[config.mk]
export PLATFORM = sky130hd
export DESIGN_NAME = demux_destino
export DESIGN_NICKNAME = d
export VERILOG_FILES = /design/src/rtl/demux_destino.sv
export SDC_FILE = /design/constraint.sdc
export NUM_CORES = 1
export LEC_CHECK = 0
export CAP_MARGIN = 20
export CELL_PAD_IN_SITES_DETAIL_PLACEMENT = 1
export CELL_PAD_IN_SITES_GLOBAL_PLACEMENT = 1
export CORE_ASPECT_RATIO = 0.8
export CORE_MARGIN = 2
export CORE_UTILIZATION = 35
export DETAILED_ROUTE_END_ITERATION = 8
export PLACE_DENSITY = 0.85
export SYNTH_ARGS = -nofsm -noshare
export SYNTH_HDL_FRONTEND = slang
export SYNTH_SLANG_ARGS = --single-unit
export TNS_END_PERCENT = 20
[constraint.sdc]
create_clock -name clk -period 2.03 [get_ports clk]
set_input_delay 0.406 -clock clk [delete_from_list [all_inputs] [get_ports clk]]
set_output_delay 0.406 -clock clk [all_outputs]
set_load 0.005 [all_outputs]
[src/rtl/demux_destino.sv]
// Routes words popped from one upstream FIFO to four destination FIFOs by the top 2 bits.
// Optional per-destination push counters when DEMUX_STATS_EN is defined.
module demux_destino #(
   parameter int unsigned DATA_WIDTH = 10
) (
   input  logic                  clk,
   input  logic                  reset,
   input  logic                  empty_in,
   input  logic [DATA_WIDTH-1:0] data_in,
   output logic                  pop_in,
   input  logic                  almost_full_F0,
   input  logic                  almost_full_F1,
   input  logic                  almost_full_F2,
   input  logic                  almost_full_F3,
   output logic                  push_F0,
   output logic                  push_F1,
   output logic                  push_F2,
   output logic                  push_F3,
   output logic [DATA_WIDTH-1:0] out_FIFO_0,
   output logic [DATA_WIDTH-1:0] out_FIFO_1,
   output logic [DATA_WIDTH-1:0] out_FIFO_2,
   output logic [DATA_WIDTH-1:0] out_FIFO_3
`ifdef DEMUX_STATS_EN
   ,
   output logic [7:0]            cnt_F0,
   output logic [7:0]            cnt_F1,
   output logic [7:0]            cnt_F2,
   output logic [7:0]            cnt_F3
`endif
);

   typedef enum logic [1:0] {StIdle, StPop, StWait, StPush} state_e;

   state_e                state_q, state_d;
   logic                  pop_q, pop_d;
   logic [3:0]            push_q, push_d;
   logic [DATA_WIDTH-1:0] hold_q, hold_d;
   logic [1:0]            dest_q, dest_d;
   logic [DATA_WIDTH-1:0] out_q [4];
   logic [3:0]            af;

   assign af = {almost_full_F3, almost_full_F2, almost_full_F1, almost_full_F0};

   // pop_d/push_d are the values the output registers take next cycle.
   always_comb begin
      state_d = state_q;
      pop_d   = 1'b0;
      push_d  = 4'b0000;
      hold_d  = hold_q;
      dest_d  = dest_q;
      unique case (state_q)
         StIdle: begin
            if (!empty_in) begin
               state_d = StPop;
               pop_d   = 1'b1;
            end
         end
         StPop: state_d = StWait;
         StWait: begin
            hold_d  = data_in;
            dest_d  = data_in[DATA_WIDTH-1 -: 2];
            state_d = StPush;
         end
         StPush: begin
            // Head-of-line stall: only the selected FIFO's almost_full matters.
            if (!af[dest_q]) begin
               push_d[dest_q] = 1'b1;
               if (!empty_in) begin
                  state_d = StPop;
                  pop_d   = 1'b1;
               end else begin
                  state_d = StIdle;
               end
            end
         end
         default: state_d = StIdle;
      endcase
   end

   always_ff @(posedge clk or posedge reset) begin
      if (reset) begin
         state_q <= StIdle;
         pop_q   <= 1'b0;
         push_q  <= 4'b0000;
         hold_q  <= '0;
         dest_q  <= 2'd0;
         for (int i = 0; i < 4; i++) out_q[i] <= '0;
      end else begin
         state_q <= state_d;
         pop_q   <= pop_d;
         push_q  <= push_d;
         hold_q  <= hold_d;
         dest_q  <= dest_d;
         for (int i = 0; i < 4; i++) begin
            if (push_d[i]) out_q[i] <= hold_q;
         end
      end
   end

   assign pop_in     = pop_q;
   assign push_F0    = push_q[0];
   assign push_F1    = push_q[1];
   assign push_F2    = push_q[2];
   assign push_F3    = push_q[3];
   assign out_FIFO_0 = out_q[0];
   assign out_FIFO_1 = out_q[1];
   assign out_FIFO_2 = out_q[2];
   assign out_FIFO_3 = out_q[3];

`ifdef DEMUX_STATS_EN
   logic [7:0] cnt_q [4];

   always_ff @(posedge clk or posedge reset) begin
      if (reset) begin
         for (int i = 0; i < 4; i++) cnt_q[i] <= 8'd0;
      end else begin
         for (int i = 0; i < 4; i++) begin
            if (push_d[i]) cnt_q[i] <= cnt_q[i] + 8'd1;
         end
      end
   end

   assign cnt_F0 = cnt_q[0];
   assign cnt_F1 = cnt_q[1];
   assign cnt_F2 = cnt_q[2];
   assign cnt_F3 = cnt_q[3];
`endif

endmodule

==> flow_metrics.env <==
export IMPL_outcome="finished clean"
export IMPL_vias=1369
export IMPL_r2r_start="state_q[1]$_DFFE_PP0P_"
export IMPL_finalClockSkew_ns=0.004912
export IMPL_grt_max_degree=58
export IMPL_cts_hold_buf=0
export IMPL_crit_fanout=11
export IMPL_leakagePower_uw=0.001408
export IMPL_whs_ns=0.4476
export IMPL_worstSetupEndpointType="register"
export IMPL_hpwl_um=3305
export IMPL_startpoint="state_q[1]$_DFFE_PP0P_"
export IMPL_cp_start_kind="register"
export IMPL_seq_area_sq_um=1426
export IMPL_cp_slowest_stage_delay_ns=0.42
export IMPL_cts_resized_gates=0
export IMPL_clkLatencyLatePin_ns=0.33
export IMPL_grt_pass1_wl_um=7203
export IMPL_required_ns=2.24
export IMPL_stdcell_area_sq_um=3193
export IMPL_arrival_ns=1.93
export IMPL_cts_buffers=9
export IMPL_coreArea_sq_um=6279
export IMPL_multi_input_area_sq_um=744.5
export IMPL_cts_tree="built"
export IMPL_endpoint="out_FIFO_1[7]$_DFFE_PP0P_"
export IMPL_yosys_cell_types_count=21
export IMPL_n_antenna_cell=0
export IMPL_crit_chain="ha_1 -> nand2_1 -> nor3_2 -> buf_4 -> mux2_2"
export IMPL_drc=0
export IMPL_path_clk_slew_ns=0.06
export IMPL_grt_usage=0.1429
export IMPL_grt_setup_unrepaired="false"
export IMPL_finalCritPeriodShare=0.8502
export IMPL_max_slew_worst_pin_slew_ns=0.2958
export IMPL_die_w_um=93.46
export IMPL_area_delta_synth_final_pct=42.49
export IMPL_min_period_ns=1.726
export IMPL_wirelength_um=4575
export IMPL_final_max_slew_viol_count=0
export IMPL_cts_sinks=57
export IMPL_crit_type="register to register"
export IMPL_avgViaCountPerCell=4.548
export IMPL_drt_wirelength_per_cell_um=15.20
export IMPL_syn_inst=140
export IMPL_ys_seq_area_frac=0.6365
export IMPL_ys_flop_type="dfrtp_1"
export IMPL_drive_above_1_share=0.3364
export IMPL_cts_htree_levels=3
export IMPL_reg2reg_depth=5
export IMPL_hold_violations=0
export IMPL_r2r_end="out_FIFO_1[7]$_DFFE_PP0P_"
export IMPL_io_buffer_count=61
export IMPL_p_per_area_nw_per_um2=1529
export IMPL_reg2reg_slack_ns=0.30
export IMPL_antenna_left=0
export IMPL_setup_viol=0
export IMPL_antenna_found_initial=0
export IMPL_postCtsSetupBuffers=0
export IMPL_fillers=634
export IMPL_netlist_area_sq_um=2241
export IMPL_maxCapViolCount=0
export IMPL_synth_top_area_cell="dfrtp_1"
export IMPL_hold_class="input port to asynchronous set/reset pin"
export IMPL_synth_nets=161
export IMPL_grt_pass1_vias=1361
export IMPL_clockBufferDepth=2
export IMPL_initial_utilization=0.3569
export IMPL_dpl_cell_area_sq_um=2979
export IMPL_ios=62
export IMPL_ys_ff_latch=57
export IMPL_grt_overflow_total=0
export IMPL_async_reset_ff_frac=1.000
export IMPL_syn_area_per_cell_sq_um=16.01
export IMPL_synth_enable_flop_cells=0
export IMPL_yosysMostFrequentCell="dfrtp_1"
export IMPL_fmax_mhz=579.4
export IMPL_finalNetCount=234
export IMPL_first_pass_iters=4
export IMPL_fp_dieH_um=75.57
export IMPL_die_area_sq_um=7063
export IMPL_gp_congestion=0.7197
export IMPL_synth_common_cells="57 x dfrtp_1, 42 x mux2_2"
export IMPL_dr_first_iter_drc_count=27
export IMPL_cts_root_buffer="clkbuf_8"
export IMPL_rows=26
export IMPL_slew_headroom=0.7971
export IMPL_yosysWarnings=0
export IMPL_synth_top_area_frac=0.6365
export IMPL_critPathSlowestCell="dfrtp_1"
export IMPL_fin_setup_tns_ns=0
export IMPL_synthTopCellsByArea="dfrtp_1 64%, mux2_2 21%, ha_1 2.2%, buf_6 2.0%, mux2i_1 1.8%"
export IMPL_peakVddDrop_v=0.0006765
cells by family after synthesis:
| family | share of synthesized area |
|---|---|
| flops | 0.6365 |
| mux | 0.2356 |
| simple gates | 0.06197 |
| buf+inv | 0.03126 |
| fa+ha+maj | 0.02233 |
| compound gates | 0.01228 |
cell type report:
| type | count | area share |
|---|---|---|
| clock buffers | 13 | 0.05603 |
| clock inverters | 2 | 0.01097 |
| inverters | 4 | 0.004702 |
| multi-input cells | 73 | 0.2332 |
| flip-flops and latches | 57 | 0.4467 |
| well taps | 84 | 0.03292 |
| repair buffers | 68 | 0.2155 |
state kept, by name, indices dropped and copies added (netlist names):
register	count
hold_q	10
out_FIFO_0	10
out_FIFO_1	10
out_FIFO_2	10
out_FIFO_3	10
push_q	4
state_q	2
pop_in	1
layout by cell type, fill, tap and decap left out:
| cell type | n |
|---|---|
| clkbuf_8 | 13 |
| nand2b_1 | 2 |
| nor3_2 | 2 |
| buf_4 | 5 |
| inv_2 | 1 |
| and3b_1 | 1 |
| ha_1 | 4 |
| buf_12 | 2 |
| nor2_1 | 1 |
| nand4b_1 | 1 |
| nor3b_4 | 1 |
| mux2_4 | 1 |
| nor2b_1 | 4 |
| clkdlybuf4s50_1 | 61 |
| clkinv_2 | 1 |
| or2_2 | 2 |
| o221ai_2 | 1 |
| nand2b_4 | 1 |
| inv_1 | 3 |
| dfrtp_1 | 57 |
| mux2i_1 | 4 |
| mux2_2 | 42 |
| o21ai_0 | 1 |
| nand2_1 | 4 |
| a211oi_1 | 1 |
| bufinv_16 | 1 |
where the power goes:
| part | internal, uW | total (uW) | leakage (uW) | switching [uW] |
|---|---|---|---|---|
| Combinational | 1230 | 1790 | 0.000594 | 556 |
| Sequential | 1630 | 2000 | 0.000702 | 371 |
| Clock | 691 | 1100 | 0.000112 | 406 |
worst max-delay path: cells and delay by family, from the launching register on:
family                   cells  cell delay (ns)
multiplexers                 1             0.36
AND/OR/NAND/NOR              2             0.27
flip-flops                   1             0.42
adder cells (fa/ha/maj)      1             0.33
buffers and inverters        1             0.22
how the worst min path moves through the flow:
| stage | startpoint | endpoint | slack, ns | cells past startpoint |
|---|---|---|---|---|
| floorplan | out_FIFO_3[8]$_DFFE_PP0P_ | out_FIFO_3[8]$_DFFE_PP0P_ | 0.46 | 1 |
| global placement | out_FIFO_3[8]$_DFFE_PP0P_ | out_FIFO_3[8]$_DFFE_PP0P_ | 0.45 | 1 |
| detailed placement | out_FIFO_3[9]$_DFFE_PP0P_ | out_FIFO_3[9]$_DFFE_PP0P_ | 0.46 | 1 |
| CTS | reset | out_FIFO_3[6]$_DFFE_PP0P_ | 0.45 | 3 |
| global route | reset | hold_q[2]$_DFFE_PP0N_ | 0.45 | 3 |
| finish | reset | hold_q[2]$_DFFE_PP0N_ | 0.45 | 3 |
metal layers:
layer | GRT usage | vias to the layer above | routed length [um]
li1 | - | 625 | -
met1 | 0.1808 | 697 | 2049
met2 | 0.2214 | 43 | 2258
met3 | 0.05539 | 4 | 212
met4 | 0.06373 | 0 | 55
met5 | 0 | - | 0
metrics by stage:
step / setup slack, ns / total power (uW) / cells / utilization
floorplan: 0.2244 / 2801 / 140 / -
global placement: 0.2597 / 3755 / 286 / 0.4745
detailed placement: 0.1976 / 3840 / 286 / 0.4745
CTS: 0.2858 / 4970 / 301 / 0.5086
global route: 0.2229 / 5214 / 301 / 0.5086
finish: 0.3042 / 4882 / 301 / 0.5086
Note: power is estimated with default switching activity, not from simulation.
